## config.mk

```make
export PLATFORM = sky130hd
export DESIGN_NAME = flag_req_sender_flat
export DESIGN_NICKNAME = d
export VERILOG_FILES = /design/src/rtl/flag_req_sender_if.sv /design/src/rtl/flag_req_sender.sv /design/src/flat_wrapper.sv
export SDC_FILE = /design/constraint.sdc
export NUM_CORES = 1
export LEC_CHECK = 0
export BUFFER_PORTS_ARGS = -buffer_cell sky130_fd_sc_hd__buf_2
export CAP_MARGIN = 10
export CORE_AREA = 5 5 42 44
export DETAILED_ROUTE_END_ITERATION = 10
export DIE_AREA = 0 0 47 49
export GPL_TIMING_DRIVEN = 0
export HOLD_SLACK_MARGIN = 0.06
export PLACE_DENSITY = 0.64
export REMOVE_ABC_BUFFERS = 1
export SLEW_MARGIN = 20
export SYNTH_ARGS = -nofsm -noshare
export SYNTH_HDL_FRONTEND = slang
export SYNTH_SLANG_ARGS = --single-unit
export TNS_END_PERCENT = 50
```

## constraint.sdc

```tcl
create_clock -name clk -period 2.6 [get_ports clk]
set_input_delay 0.13 -clock clk [delete_from_list [all_inputs] [get_ports clk]]
set_output_delay 0.13 -clock clk [all_outputs]
set_load 0.02 [all_outputs]
```

## src/rtl/flag_req_sender_if.sv

```systemverilog
// Handshake-side signal bundle for flag_req_sender: event input, async ack,
// request toggle and status. master = the sender, slave = its environment.
interface flag_req_sender_if #(
  parameter int CNT_WIDTH = 4
);
  logic                 flag_in;
  logic                 ack_toggle_in;
  logic                 clear_err;
  logic                 req_toggle_out;
  logic                 busy;
  logic [CNT_WIDTH-1:0] pending_cnt;
  logic                 overflow;
  logic                 timeout_err;

  modport master (
    input  flag_in, ack_toggle_in, clear_err,
    output req_toggle_out, busy, pending_cnt, overflow, timeout_err
  );

  modport slave (
    output flag_in, ack_toggle_in, clear_err,
    input  req_toggle_out, busy, pending_cnt, overflow, timeout_err
  );
endinterface

```

## src/rtl/flag_req_sender.sv

```systemverilog
// Toggle req/ack handshake initiator with pending-event counter and replay.
// Optional ack timeout is compiled in with `define FLAG_REQ_TIMEOUT_EN.
//
// state    | meaning
// IDLE     | no request outstanding; launches on flag_in or queued events
// WAIT_ACK | req toggled, waiting for synchronized ack to match it
module flag_req_sender #(
  parameter int SYNC_STAGES    = 3,
  parameter int CNT_WIDTH      = 4,
  parameter int TIMEOUT_CYCLES = 1024
) (
  input logic               clk,
  input logic               rst_n,
  flag_req_sender_if.master bus
);

  if (SYNC_STAGES < 2) begin : gBadSyncStages
    $error("flag_req_sender: SYNC_STAGES must be at least 2");
  end
  if (TIMEOUT_CYCLES < 1) begin : gBadTimeout
    $error("flag_req_sender: TIMEOUT_CYCLES must be at least 1");
  end

  typedef enum logic {
    IDLE     = 1'b0,
    WAIT_ACK = 1'b1
  } state_t;

  localparam logic [CNT_WIDTH-1:0] CNT_MAX = '1;
  localparam logic [CNT_WIDTH-1:0] CNT_ONE = CNT_WIDTH'(1);

  state_t                 state;
  logic [SYNC_STAGES-1:0] ackSync;
  logic                   ackCur;
  logic                   reqTgl;
  logic [CNT_WIDTH-1:0]   pendCnt;
  logic                   ovf;
  logic                   toErr;

  logic ackMatch;
  logic pendNz;
  logic pendFull;
  logic dropEvt;
  logic toExpire;

  assign ackCur   = ackSync[SYNC_STAGES-1];
  assign ackMatch = (ackCur == reqTgl);
  assign pendNz   = (pendCnt != '0);
  assign pendFull = (pendCnt == CNT_MAX);
  // Only WAIT_ACK can drop: an IDLE launch always consumes as much as it enqueues.
  assign dropEvt  = (state == WAIT_ACK) && bus.flag_in && pendFull;

`ifdef FLAG_REQ_TIMEOUT_EN
  localparam int TO_W = $clog2(TIMEOUT_CYCLES + 1);
  localparam logic [TO_W-1:0] TO_LAST = TO_W'(TIMEOUT_CYCLES - 1);

  logic [TO_W-1:0] toCnt;

  // Expiry on the TIMEOUT_CYCLES-th WAIT_ACK cycle; a match in that cycle wins.
  assign toExpire = (state == WAIT_ACK) && !ackMatch && (toCnt == TO_LAST);

  always_ff @(posedge clk or negedge rst_n) begin
    if (!rst_n) begin
      toCnt <= '0;
      toErr <= 1'b0;
    end else begin
      if ((state == WAIT_ACK) && !ackMatch && !toExpire) begin
        toCnt <= toCnt + TO_W'(1);
      end else begin
        toCnt <= '0;
      end
      toErr <= toExpire | (toErr & ~bus.clear_err);
    end
  end
`else
  assign toExpire = 1'b0;
  assign toErr    = 1'b0;
`endif

  always_ff @(posedge clk or negedge rst_n) begin
    if (!rst_n) begin
      state   <= IDLE;
      ackSync <= '0;
      reqTgl  <= 1'b0;
      pendCnt <= '0;
      ovf     <= 1'b0;
    end else begin
      ackSync <= {ackSync[SYNC_STAGES-2:0], bus.ack_toggle_in};
      ovf     <= dropEvt | (ovf & ~bus.clear_err);
      case (state)
        IDLE: begin
          if (bus.flag_in || pendNz) begin
            reqTgl <= ~reqTgl;
            state  <= WAIT_ACK;
            if (pendNz && !bus.flag_in) begin
              pendCnt <= pendCnt - CNT_ONE;
            end
          end
        end
        WAIT_ACK: begin
          if (bus.flag_in && !pendFull) begin
            pendCnt <= pendCnt + CNT_ONE;
          end
          if (ackMatch) begin
            state <= IDLE;
          end else if (toExpire) begin
            // Re-align req with the far end so the next launch starts clean.
            reqTgl <= ackCur;
            state  <= IDLE;
          end
        end
        default: state <= IDLE;
      endcase
    end
  end

  assign bus.req_toggle_out = reqTgl;
  assign bus.busy           = (state == WAIT_ACK);
  assign bus.pending_cnt    = pendCnt;
  assign bus.overflow       = ovf;
  assign bus.timeout_err    = toErr;

endmodule

```

## src/flat_wrapper.sv

```systemverilog
// flat-port wrapper written by rule: the top's interface ports become plain ports
module flag_req_sender_flat 
#(
  parameter int SYNC_STAGES    = 3,
  parameter int CNT_WIDTH      = 4,
  parameter int TIMEOUT_CYCLES = 1024
)
  (clk, rst_n, bus_flag_in, bus_ack_toggle_in, bus_clear_err, bus_req_toggle_out, bus_busy, bus_pending_cnt, bus_overflow, bus_timeout_err);
  flag_req_sender_if #(.CNT_WIDTH(CNT_WIDTH)) bus_i ();
  input logic clk;
  input logic rst_n;
  input wire logic [$bits(bus_i.flag_in)-1:0] bus_flag_in;
  input wire logic [$bits(bus_i.ack_toggle_in)-1:0] bus_ack_toggle_in;
  input wire logic [$bits(bus_i.clear_err)-1:0] bus_clear_err;
  output wire logic [$bits(bus_i.req_toggle_out)-1:0] bus_req_toggle_out;
  output wire logic [$bits(bus_i.busy)-1:0] bus_busy;
  output wire logic [$bits(bus_i.pending_cnt)-1:0] bus_pending_cnt;
  output wire logic [$bits(bus_i.overflow)-1:0] bus_overflow;
  output wire logic [$bits(bus_i.timeout_err)-1:0] bus_timeout_err;
  assign bus_i.flag_in = bus_flag_in;
  assign bus_i.ack_toggle_in = bus_ack_toggle_in;
  assign bus_i.clear_err = bus_clear_err;
  assign bus_req_toggle_out = bus_i.req_toggle_out;
  assign bus_busy = bus_i.busy;
  assign bus_pending_cnt = bus_i.pending_cnt;
  assign bus_overflow = bus_i.overflow;
  assign bus_timeout_err = bus_i.timeout_err;
  flag_req_sender #(.SYNC_STAGES(SYNC_STAGES), .CNT_WIDTH(CNT_WIDTH), .TIMEOUT_CYCLES(TIMEOUT_CYCLES)) u_core (.clk(clk), .rst_n(rst_n), .bus(bus_i));
endmodule
```

==> impl_metrics.xml, run 1 <==
<?xml version="1.0" encoding="UTF-8"?>
<metrics>
  <group name="clocking">
    <metric name="ctsHtreeMaxLevel" unit="">1</metric>
    <metric name="clkSlewWorstSetupHoldPaths" unit="ns">0.06</metric>
    <metric name="cts_inserted_buffers" unit="">3</metric>
    <metric name="ctsRootBufferMaster" unit="">clkbuf_4</metric>
    <metric name="clock_latency" unit="ns">0.26</metric>
    <metric name="tritoncts" unit="">done</metric>
    <metric name="clkSinkCount" unit="">10</metric>
    <metric name="ctsLongestPathBuffers" unit="">2</metric>
    <metric name="postCtsSetupRepairBufs" unit="">0</metric>
  </group>
  <group name="die">
    <metric name="floorplan.io_pins" unit="">13</metric>
    <metric name="die_area" unit="sq um">2300</metric>
    <metric name="num_rows" unit="">14</metric>
    <metric name="initial_utilization" unit="%">34.6</metric>
    <metric name="die_w" unit="um">47</metric>
    <metric name="core-area" unit="sq um">1400</metric>
    <metric name="dieHeight" unit="um">49</metric>
  </group>
  <group name="cells_and_area">
    <metric name="antennaDiodeCount" unit="">0</metric>
    <metric name="finish.utilization" unit="%">44.1</metric>
    <metric name="mostFrequentLayoutCells" unit="">buf_2, dfrtp_1</metric>
    <metric name="post_route_cells_drive_above_1_share" unit="%">38.9</metric>
    <metric name="area_growth" unit="%">27.6</metric>
    <metric name="final_non_filler_cells" unit="">70</metric>
    <metric name="layout.nets" unit="">63</metric>
    <metric name="layout.cells.most_common" unit="">buf_2</metric>
    <metric name="fillerInstances" unit="">144</metric>
  </group>
  <group name="grt">
    <metric name="wire_length_of_the_first_global_routing_pass" unit="mm">1.44</metric>
    <metric name="global_route.overflow_total" unit="">0</metric>
    <metric name="initial_antenna_violation_count" unit="">0</metric>
    <metric name="grt_pass1_vias" unit="">341</metric>
    <metric name="grt_start_max_net_pins" unit="">11</metric>
    <metric name="globalRouteTotalUtil" unit="%">8.70</metric>
  </group>
  <group name="power_and_ir_drop">
    <metric name="report.power.total" unit="uW">857</metric>
    <metric name="p_sw_share" unit="%">39.9</metric>
    <metric name="p_seq_share" unit="%">34.4</metric>
    <metric name="clock_power_share" unit="%">15.7</metric>
    <metric name="cellInternalPower" unit="uW">515</metric>
    <metric name="p_switching" unit="uW">342</metric>
    <metric name="ir_drop" unit="V">0.000627</metric>
    <metric name="combPwrFrac" unit="%">49.9</metric>
    <metric name="power_leakage" unit="uW">0.000305</metric>
    <metric name="power.density" unit="nW/um^2">1390</metric>
  </group>
  <group name="critical_path">
    <metric name="critical_path.endpoint_type" unit="">flop</metric>
    <metric name="ws_path_type" unit="">flop to flop</metric>
    <metric name="critical_path.endpoint" unit="">u_core.bus.pending_cnt[3]$_DFFE_PN0P_</metric>
    <metric name="crit_required" unit="ns">2.78</metric>
    <metric name="rr_worst_depth" unit="">6</metric>
    <metric name="timing.critical_path.from" unit="">u_core.bus.busy$_DFF_PN0_</metric>
    <metric name="critical_path.startpoint_type" unit="">flop</metric>
    <metric name="setup.reg_to_reg.worst_slack" unit="ns">0.90</metric>
    <metric name="largest_driver_fanout_on_the_critical_path" unit="">6</metric>
    <metric name="timing.rr.end" unit="">u_core.bus.pending_cnt[3]$_DFFE_PN0P_</metric>
    <metric name="cp_data_arrival_time" unit="ns">1.88</metric>
    <metric name="worstReg2RegStart" unit="">u_core.bus.busy$_DFF_PN0_</metric>
  </group>
  <group name="routing">
    <metric name="top_signal_layer_used" unit="">met3</metric>
    <metric name="avgViaCountPerCell" unit="">4.37</metric>
    <metric name="dr_total_vias" unit="">306</metric>
    <metric name="met2RoutedLength" unit="um">360</metric>
    <metric name="met1_length" unit="um">356</metric>
    <metric name="drt_wl_total" unit="um">787</metric>
    <metric name="drt.antenna.violating_nets" unit="">0</metric>
    <metric name="drt_pass1_iterations" unit="">2</metric>
    <metric name="wl_met3" unit="um">70</metric>
    <metric name="detail_route.drc_violations" unit="">0</metric>
    <metric name="routed_wirelength_normalized_by_instance_count" unit="um">11.2</metric>
    <metric name="starting_drt_drc_count" unit="">1</metric>
  </group>
  <group name="synthesis">
    <metric name="synth-warning-count" unit="">0</metric>
    <metric name="synth_sequential_area_ratio" unit="%">51.7</metric>
    <metric name="syn-mean-instance-area" unit="sq um">13.1</metric>
    <metric name="syn-instance-count" unit="">37</metric>
    <metric name="synthDistinctLibCells" unit="">20</metric>
    <metric name="syn-cell-area" unit="sq um">484</metric>
    <metric name="synth-seq-cells" unit="">10</metric>
  </group>
  <group name="timing">
    <metric name="layout_min_cycle_time" unit="ns">1.70</metric>
    <metric name="tns" unit="ns">0</metric>
    <metric name="fmax" unit="MHz">589</metric>
    <metric name="setup-violations-final" unit="">0</metric>
    <metric name="fin_skew" unit="ns">0.00581</metric>
    <metric name="rsz0062_at_grt" unit="">false</metric>
    <metric name="final-max-slew-violation-count" unit="">0</metric>
    <metric name="layout_worst_path_cycle_share" unit="%">65.3</metric>
    <metric name="finalHoldViolations" unit="">0</metric>
  </group>
  <group name="outcome">
    <metric name="status" unit="">finished clean</metric>
  </group>
  <group name="worst_hold_path">
    <metric name="hold_path.class" unit="">primary input to flop</metric>
  </group>
  <group name="run">
    <metric name="max-cap-violations" unit="">0</metric>
  </group>
  <group name="placement">
    <metric name="placed_instances" unit="">63</metric>
    <metric name="buffer_ports.inserted" unit="">11</metric>
    <metric name="finalWeightedCongestion" unit="">0.708</metric>
  </group>
</metrics>
[logic make-up after synthesis]
logic type      share of synthesized area, %
mux                                     8.27
fa+ha+maj                               9.30
simple gates                            10.3
compound gates                          6.72
other cells                            0.774
flops                                   51.7
buf+inv                                 3.88
xor+xnor                                9.05
[metal layers]
layer,track usage (%),up-vias
li1,-,156
met1,10.7,137
met2,12.0,13
met3,5.90,0
met4,2.76,0
met5,0,-
[worst min path at each step]
stage                start                                    end  depth (start not counted)  slack (ns)
6_report       bus_flag_in          u_core.bus.overflow$_DFF_PN0_                          3        0.16
5_1_grt        bus_flag_in          u_core.bus.overflow$_DFF_PN0_                          3        0.20
4_1_cts        bus_flag_in          u_core.bus.overflow$_DFF_PN0_                          3        0.15
3_5_place_dp         rst_n          u_core.bus.overflow$_DFF_PN0_                          1      -0.003
3_3_place_gp         rst_n  u_core.bus.req_toggle_out$_DFFE_PN0P_                          1      -0.005
2_1_floorplan        rst_n            u_core.ackSync[0]$_DFF_PN0_                          0       -0.17
[cells in the mapped netlist]
cell / n / area share [%]
a21o_2: 1 / 1.8
nor2b_1: 1 / 1.3
xor2_1: 3 / 5.4
xnor2_1: 2 / 3.6
buf_4: 1 / 1.6
ha_1: 2 / 5.2
mux2_4: 2 / 6.2
o22ai_1: 1 / 1.3
nor4_2: 1 / 2.6
nand2_1: 1 / 0.77
a21oi_1: 2 / 2.1
fa_1: 1 / 4.1
a21o_1: 1 / 1.6
nor3_2: 1 / 2.1
conb_1: 1 / 0.77
mux2i_1: 1 / 2.1
inv_1: 3 / 2.3
nor2_4: 1 / 2.3
dfrtp_1: 10 / 52
nand4_1: 1 / 1.3
[worst max-delay path: stages (launching register included)]
cell and delay, ns:
dfrtp_1 0.44, inv_1 0.12, ha_1 0.28, a21o_2 0.18, a21oi_1 0.19, mux2i_1 0.26, xnor2_1 0.14
[stage by stage]
step                      area (sq um)  hold slack (ns)  worst slack, ns
final                              618            0.162            0.901
after global placement             552         -0.00485            0.895
after floorplan                    477           -0.166            0.925
after CTS                          618            0.153            0.865
after global routing               618            0.202            0.798
after detailed placement           552         -0.00271            0.895
[timing repair]
action,CTS,global route
resized for setup,0,0
hold endpoints to repair,12,0
hold buffers,3,0
[registers in the layout, summed over array words and instances (netlist names)]
name                       count
u_core.ackSync                 3
u_core.bus.busy                1
u_core.bus.pending_cnt         4
u_core.bus.req_toggle_out      1
u_core.bus.overflow            1
[cell type report]
| cell class | count | area, sq um | area share (%) |
|---|---|---|---|
| tap | 16 | 20.0 | 3.24 |
| sequential | 10 | 250 | 40.5 |
| timing repair buffer | 14 | 85.1 | 13.8 |
| multi-input combinational | 23 | 215 | 34.8 |
| inverter | 3 | 11.3 | 1.82 |
| clock buffer | 4 | 36.3 | 5.87 |
[power groups by stage]
stage | logic (uW) | registers, uW | clock network, uW
after floorplan | 269 | 351 | 0
after detailed placement | 432 | 300 | 0
after CTS | 439 | 297 | 141
after global placement | 424 | 299 | 0
final | 427 | 295 | 135
after global routing | 472 | 311 | 148
Note: power is estimated with default switching activity, not from simulation.
==> run 2: changes to the inputs <==
--- a/config.mk
+++ b/config.mk
@@ -12,7 +12,7 @@
 export DIE_AREA = 0 0 47 49
 export GPL_TIMING_DRIVEN = 0
 export HOLD_SLACK_MARGIN = 0.06
-export PLACE_DENSITY = 0.64
+export PLACE_DENSITY = 0.66
 export REMOVE_ABC_BUFFERS = 1
 export SLEW_MARGIN = 20
 export SYNTH_ARGS = -nofsm -noshare
==> constraint.sdc (replaced) <==
create_clock -name clk -period 1.4 [get_ports clk]
set_input_delay 0.07 -clock clk [delete_from_list [all_inputs] [get_ports clk]]
set_output_delay 0.07 -clock clk [all_outputs]
set_load 0.02 [all_outputs]
==> impl_metrics.xml, run 2 (synthesis results as in run 1) <==
<?xml version="1.0" encoding="UTF-8"?>
<metrics>
  <group name="cells_and_area">
    <metric name="mostFrequentLayoutCells" unit="">buf_2, dfrtp_1, buf_4</metric>
    <metric name="area_growth" unit="%">44.2</metric>
    <metric name="layout.cells.most_common" unit="">buf_2</metric>
    <metric name="layout.nets" unit="">69</metric>
    <metric name="ff_latch_area" unit="sq um">254</metric>
    <metric name="total_area_of_multi_input_combinational_cells" unit="sq um">243</metric>
    <metric name="fillerInstances" unit="">135</metric>
    <metric name="largest_register_ff_count" unit="">4</metric>
    <metric name="post_route_cells_drive_above_1_share" unit="%">56.7</metric>
    <metric name="antennaDiodeCount" unit="">0</metric>
  </group>
  <group name="grt">
    <metric name="globalRouteTotalUtil" unit="%">9.27</metric>
    <metric name="wire_length_of_the_first_global_routing_pass" unit="mm">1.49</metric>
    <metric name="met2_track_demand_over_resource" unit="%">10.4</metric>
    <metric name="grt_pass1_vias" unit="">309</metric>
    <metric name="global_route.overflow_total" unit="">0</metric>
    <metric name="met3_capacity_usage_during_global_routing" unit="%">2.21</metric>
    <metric name="grt_start_max_net_pins" unit="">11</metric>
    <metric name="grt.met1_usage" unit="%">14.4</metric>
    <metric name="gr-max-usage-layer" unit="">met1</metric>
    <metric name="initial_antenna_violation_count" unit="">0</metric>
  </group>
  <group name="critical_path">
    <metric name="worstPathCellList" unit="">ha_4 &gt; a21o_2 &gt; a21oi_2 &gt; mux2i_1 &gt; xnor2_1</metric>
    <metric name="worst_path_largest_cell_delay" unit="ns">0.46</metric>
    <metric name="critPathSlowestCell" unit="">dfrtp_2</metric>
    <metric name="critical_path.endpoint_type" unit="">flop</metric>
    <metric name="setup.reg_to_reg.worst_slack" unit="ns">-0.07</metric>
    <metric name="ws_path_type" unit="">flop to flop</metric>
    <metric name="critical_path.startpoint_type" unit="">flop</metric>
    <metric name="crit_required" unit="ns">1.58</metric>
    <metric name="cp_data_arrival_time" unit="ns">1.65</metric>
    <metric name="largest_driver_fanout_on_the_critical_path" unit="">4</metric>
  </group>
  <group name="die">
    <metric name="die_area" unit="sq um">2300</metric>
    <metric name="floorplan.io_pins" unit="">13</metric>
    <metric name="initial_utilization" unit="%">34.6</metric>
    <metric name="dieHeight" unit="um">49</metric>
    <metric name="die_w" unit="um">47</metric>
    <metric name="num_rows" unit="">14</metric>
    <metric name="core-area" unit="sq um">1400</metric>
  </group>
  <group name="clocking">
    <metric name="tritoncts" unit="">done</metric>
    <metric name="ctsLongestPathBuffers" unit="">2</metric>
    <metric name="cts_inserted_buffers" unit="">3</metric>
    <metric name="ctsRootBufferMaster" unit="">clkbuf_4</metric>
    <metric name="clkSinkCount" unit="">10</metric>
    <metric name="clock_latency" unit="ns">0.26</metric>
    <metric name="clkSlewWorstSetupHoldPaths" unit="ns">0.06</metric>
    <metric name="ctsHtreeMaxLevel" unit="">1</metric>
  </group>
  <group name="outcome">
    <metric name="status" unit="">complete, but fails checks</metric>
    <metric name="violations" unit="">setup timing</metric>
  </group>
  <group name="timing">
    <metric name="final-max-slew-violation-count" unit="">0</metric>
    <metric name="final_critical_path_setup_slack" unit="ns">-0.0667</metric>
    <metric name="setup-violations-final" unit="">3</metric>
    <metric name="fmax" unit="MHz">682</metric>
    <metric name="layout_min_cycle_time" unit="ns">1.47</metric>
    <metric name="rsz0062_at_grt" unit="">true</metric>
    <metric name="layout_worst_path_cycle_share" unit="%">105</metric>
    <metric name="fin_skew" unit="ns">0.00155</metric>
    <metric name="finalHoldWorstSlack" unit="ns">0.0989</metric>
    <metric name="finalHoldViolations" unit="">0</metric>
  </group>
  <group name="power_and_ir_drop">
    <metric name="power.density" unit="nW/um^2">2640</metric>
    <metric name="p_seq_share" unit="%">30.6</metric>
    <metric name="cellInternalPower" unit="uW">1120</metric>
    <metric name="ir_drop" unit="V">0.00116</metric>
    <metric name="report.power.total" unit="uW">1850</metric>
    <metric name="combPwrFrac" unit="%">55.8</metric>
    <metric name="p_sw_share" unit="%">39.4</metric>
    <metric name="clock_power_share" unit="%">13.6</metric>
    <metric name="power_leakage" unit="uW">0.000332</metric>
    <metric name="p_switching" unit="uW">726</metric>
  </group>
  <group name="routing">
    <metric name="detail_route.drc_violations" unit="">0</metric>
    <metric name="avgViaCountPerCell" unit="">4.43</metric>
    <metric name="drt_wl_total" unit="um">914</metric>
    <metric name="drt.antenna.violating_nets" unit="">0</metric>
    <metric name="routed_wirelength_normalized_by_instance_count" unit="um">12.0</metric>
    <metric name="drt_pass1_iterations" unit="">5</metric>
    <metric name="dr_total_vias" unit="">337</metric>
    <metric name="starting_drt_drc_count" unit="">2</metric>
  </group>
  <group name="run">
    <metric name="max-cap-violations" unit="">0</metric>
  </group>
  <group name="worst_hold_path">
    <metric name="hold_path.class" unit="">primary input to flop</metric>
  </group>
  <group name="placement">
    <metric name="finalWeightedCongestion" unit="">0.729</metric>
    <metric name="buffer_ports.inserted" unit="">11</metric>
  </group>
</metrics>
[run 2: worst max-delay path, delay by kind of cell (launching register included)]
family                   cells  cell delay (ns)
AO/OA/AOI/OAI                2             0.33
XOR/XNOR                     1             0.13
adder cells (fa/ha/maj)      1             0.25
flip-flops                   1             0.46
multiplexers                 1             0.23
[run 2: worst paths after layout]
path	start	end	depth (start not counted)
setup / recovery	u_core.bus.pending_cnt[1]$_DFFE_PN0P_	u_core.bus.pending_cnt[3]$_DFFE_PN0P_	5
hold reg to reg	u_core.ackSync[1]$_DFF_PN0_	u_core.ackSync[2]$_DFF_PN0_	0
max in group asynchronous	rst_n	u_core.bus.pending_cnt[1]$_DFFE_PN0P_	2
min in group asynchronous	rst_n	u_core.bus.pending_cnt[3]$_DFFE_PN0P_	2
setup reg to reg	u_core.bus.pending_cnt[1]$_DFFE_PN0P_	u_core.bus.pending_cnt[3]$_DFFE_PN0P_	5
hold / removal	bus_flag_in	u_core.bus.overflow$_DFF_PN0_	3
[run 2: layout make-up]
cell class	count	share of cell area (%)
inverters	3	1.61
repair buffers	20	19.2
flip-flops and latches	10	36.4
clock buffers	4	5.20
multi-input cells	23	34.8
well taps	16	2.87
[run 2: through the flow]
step	util, %	setup TNS [ns]	setup WS [ns]	std cells	cell area (sq um)
2_1_floorplan	-	-0.559	-0.275	36	477
4_1_cts	48.7	-0.174	-0.0689	74	682
3_5_place_dp	39.4	-0.540	-0.258	63	552
3_3_place_gp	39.4	-0.481	-0.245	63	552
6_report	49.8	-0.162	-0.0667	76	698
5_1_grt	49.8	-0.365	-0.123	76	698
[run 2: what timing repair did]
action / 4_1_cts / 5_1_grt
pin swaps: 5 / 1
hold buffers: 3 / 0
setup endpoints to repair: 3 / 3
gates resized for setup: 8 / 1
gates cloned: 0 / 0
buffers inserted: 4 / 2
hold endpoints to repair: 12 / 0
[run 2: power groups by stage]
| stage | registers, uW | logic, uW | clock network, uW |
|---|---|---|---|
| final | 565 | 1030 | 251 |
| after floorplan | 651 | 499 | 0 |
| after global routing | 587 | 1120 | 284 |
| after CTS | 564 | 985 | 262 |
| after detailed placement | 558 | 792 | 0 |
| after global placement | 555 | 777 | 0 |
[run 2: layer usage]
| metal | wire length, um | up-vias |
|---|---|---|
| met4 | 0 | 0 |
| met5 | 0 | - |
| met3 | 42 | 0 |
| met2 | 432 | 9 |
| li1 | - | 169 |
| met1 | 440 | 159 |
==> run 3: changes to the inputs <==
--- a/config.mk
+++ b/config.mk
@@ -12,10 +12,11 @@
 export DIE_AREA = 0 0 47 49
 export GPL_TIMING_DRIVEN = 0
 export HOLD_SLACK_MARGIN = 0.06
-export PLACE_DENSITY = 0.66
+export PLACE_DENSITY = 0.64
 export REMOVE_ABC_BUFFERS = 1
+export SETUP_SLACK_MARGIN = 0.3
 export SLEW_MARGIN = 20
 export SYNTH_ARGS = -nofsm -noshare
 export SYNTH_HDL_FRONTEND = slang
 export SYNTH_SLANG_ARGS = --single-unit
-export TNS_END_PERCENT = 50
+export TNS_END_PERCENT = 20
==> constraint.sdc (replaced) <==
create_clock -name clk -period 1.72 [get_ports clk]
set_input_delay 0.086 -clock clk [delete_from_list [all_inputs] [get_ports clk]]
set_output_delay 0.086 -clock clk [all_outputs]
set_load 0.02 [all_outputs]
==> impl_metrics.xml, run 3 (synthesis results as in run 1) <==
<?xml version="1.0" encoding="UTF-8"?>
<metrics>
  <group name="critical_path">
    <metric name="largest_driver_fanout_on_the_critical_path" unit="">3</metric>
    <metric name="crit_required" unit="ns">1.90</metric>
    <metric name="cp_data_arrival_time" unit="ns">1.70</metric>
    <metric name="critical_path.endpoint_type" unit="">flop</metric>
    <metric name="critical_path.startpoint_type" unit="">flop</metric>
    <metric name="rr_worst_depth" unit="">6</metric>
    <metric name="timing.rr.end" unit="">u_core.bus.pending_cnt[3]$_DFFE_PN0P_</metric>
    <metric name="worstReg2RegStart" unit="">u_core.bus.busy$_DFF_PN0_</metric>
    <metric name="ws_path_type" unit="">flop to flop</metric>
    <metric name="setup.reg_to_reg.worst_slack" unit="ns">0.20</metric>
  </group>
  <group name="worst_hold_path">
    <metric name="worstHoldEndpoint" unit="">u_core.bus.overflow$_DFF_PN0_</metric>
    <metric name="worst_hold_launch" unit="">bus_flag_in</metric>
    <metric name="whs_path_cells" unit="">3</metric>
    <metric name="hold_path.class" unit="">primary input to flop</metric>
  </group>
  <group name="grt">
    <metric name="globalRouteTotalUtil" unit="%">9.76</metric>
    <metric name="grt_pass1_vias" unit="">366</metric>
    <metric name="grt_start_max_net_pins" unit="">11</metric>
    <metric name="global_route.overflow_total" unit="">0</metric>
    <metric name="wire_length_of_the_first_global_routing_pass" unit="mm">1.62</metric>
    <metric name="initial_antenna_violation_count" unit="">0</metric>
  </group>
  <group name="die">
    <metric name="dieHeight" unit="um">49</metric>
    <metric name="core-area" unit="sq um">1400</metric>
    <metric name="floorplan.io_pins" unit="">13</metric>
    <metric name="die_w" unit="um">47</metric>
    <metric name="die_area" unit="sq um">2300</metric>
    <metric name="initial_utilization" unit="%">34.6</metric>
    <metric name="num_rows" unit="">14</metric>
  </group>
  <group name="timing">
    <metric name="layout_worst_path_cycle_share" unit="%">88.4</metric>
    <metric name="fmax" unit="MHz">657</metric>
    <metric name="finalHoldViolations" unit="">0</metric>
    <metric name="rsz0062_at_grt" unit="">true</metric>
    <metric name="setup-violations-final" unit="">0</metric>
    <metric name="tns" unit="ns">0</metric>
    <metric name="final-max-slew-violation-count" unit="">0</metric>
    <metric name="layout_min_cycle_time" unit="ns">1.52</metric>
    <metric name="fin_skew" unit="ns">0.00925</metric>
  </group>
  <group name="routing">
    <metric name="dr_total_vias" unit="">337</metric>
    <metric name="starting_drt_drc_count" unit="">3</metric>
    <metric name="drt.antenna.violating_nets" unit="">0</metric>
    <metric name="routed_wirelength_normalized_by_instance_count" unit="um">12.3</metric>
    <metric name="drt_pass1_iterations" unit="">3</metric>
    <metric name="drt_wl_total" unit="um">921</metric>
    <metric name="detail_route.drc_violations" unit="">0</metric>
    <metric name="avgViaCountPerCell" unit="">4.49</metric>
  </group>
  <group name="clocking">
    <metric name="tritoncts" unit="">done</metric>
    <metric name="ctsHtreeMaxLevel" unit="">1</metric>
    <metric name="ctsRootBufferMaster" unit="">clkbuf_4</metric>
    <metric name="clkSlewWorstSetupHoldPaths" unit="ns">0.07</metric>
    <metric name="ctsLongestPathBuffers" unit="">2</metric>
    <metric name="cts_inserted_buffers" unit="">3</metric>
    <metric name="clock_latency" unit="ns">0.26</metric>
    <metric name="clkSinkCount" unit="">10</metric>
  </group>
  <group name="power_and_ir_drop">
    <metric name="p_switching" unit="uW">611</metric>
    <metric name="power.density" unit="nW/um^2">2160</metric>
    <metric name="cellInternalPower" unit="uW">916</metric>
    <metric name="p_seq_share" unit="%">31.3</metric>
    <metric name="ir_drop" unit="V">0.00103</metric>
    <metric name="clock_power_share" unit="%">13.5</metric>
    <metric name="report.power.total" unit="uW">1530</metric>
    <metric name="combPwrFrac" unit="%">55.2</metric>
    <metric name="power_leakage" unit="uW">0.000327</metric>
    <metric name="p_sw_share" unit="%">40.0</metric>
  </group>
  <group name="cells_and_area">
    <metric name="antennaDiodeCount" unit="">0</metric>
    <metric name="layout.nets" unit="">68</metric>
    <metric name="post_route_cells_drive_above_1_share" unit="%">59.3</metric>
    <metric name="layout.cells.most_common" unit="">buf_2</metric>
    <metric name="largest_register_ff_count" unit="">4</metric>
    <metric name="final_instance_area" unit="sq um">707</metric>
    <metric name="mostFrequentLayoutCells" unit="">buf_2, dfrtp_1, buf_4, dfrtp_2</metric>
    <metric name="area_growth" unit="%">46.0</metric>
  </group>
  <group name="outcome">
    <metric name="status" unit="">finished clean</metric>
  </group>
  <group name="placement">
    <metric name="post_dp_cell_area" unit="sq um">552</metric>
    <metric name="finalWeightedCongestion" unit="">0.708</metric>
    <metric name="buffer_ports.inserted" unit="">11</metric>
  </group>
  <group name="run">
    <metric name="max-cap-violations" unit="">0</metric>
  </group>
</metrics>
run 3: cell types whose count changed in the layout (fill, tap and decap cells not counted), sizes merged:
cell	delta
buf	-1
run 3: power groups by stage:
stage / Combinational (uW) / Clock [uW] / Sequential [uW]
2_1_floorplan: 406 / 0 / 530
3_3_place_gp: 641 / 0 / 452
3_5_place_dp: 653 / 0 / 453
4_1_cts: 830 / 214 / 464
5_1_grt: 922 / 224 / 496
6_report: 843 / 206 / 478
run 3: what timing repair did:
action,CTS,global route
endpoints found under the setup margin,3,3
gates resized for setup,8,4
hold endpoints to repair,12,0
setup buffers,4,1
pin swaps,2,4
hold buffers,3,0
gates cloned,0,0
run 3: layout make-up:
cell class,instances,area [sq um]
Clock buffer,4,36.3
Fill cell,133,694
Inverter,3,13.8
Multi-Input combinational cell,23,255
Sequential cell,10,255
Tap cell,16,20.0
Timing Repair Buffer,19,126
run 3: critical path, stage by stage (launching register included):
cell and delay [ns]:
dfrtp_2 0.43, inv_4 0.08, ha_4 0.19, a21o_2 0.19
a21oi_2 0.15, mux2i_1 0.25, xnor2_1 0.14
run 3: worst max-delay path by stage:
stage	startpoint	end	depth (start not counted)
after floorplan	u_core.bus.busy$_DFF_PN0_	u_core.bus.pending_cnt[3]$_DFFE_PN0P_	6
after global placement	u_core.bus.busy$_DFF_PN0_	u_core.bus.pending_cnt[3]$_DFFE_PN0P_	6
after detailed placement	u_core.bus.busy$_DFF_PN0_	u_core.bus.pending_cnt[3]$_DFFE_PN0P_	6
after CTS	u_core.bus.pending_cnt[1]$_DFFE_PN0P_	u_core.bus.pending_cnt[2]$_DFFE_PN0P_	4
after global routing	u_core.bus.busy$_DFF_PN0_	u_core.bus.pending_cnt[3]$_DFFE_PN0P_	6
final	u_core.bus.busy$_DFF_PN0_	u_core.bus.pending_cnt[3]$_DFFE_PN0P_	6
run 3: metrics by stage:
stage               utilization, %  worst slack (ns)  instances  hold WS, ns
finish                        50.4             0.199         75        0.116
global route                  50.4             0.177         75        0.157
CTS                           49.3             0.217         74        0.109
detailed placement            39.4            0.0153         63      -0.0467
global placement              39.4            0.0148         63      -0.0489
floorplan                        -            0.0451         36       -0.210
run 3: metal layers:
metal  vias up  share of wire (%)  global-route usage, %
li1        168                  -                      -
met1       158                 43                   11.4
met2        11                 49                   14.7
met3         0                8.0                   5.90
met4         0                  0                   2.76
met5         -                  0                      0
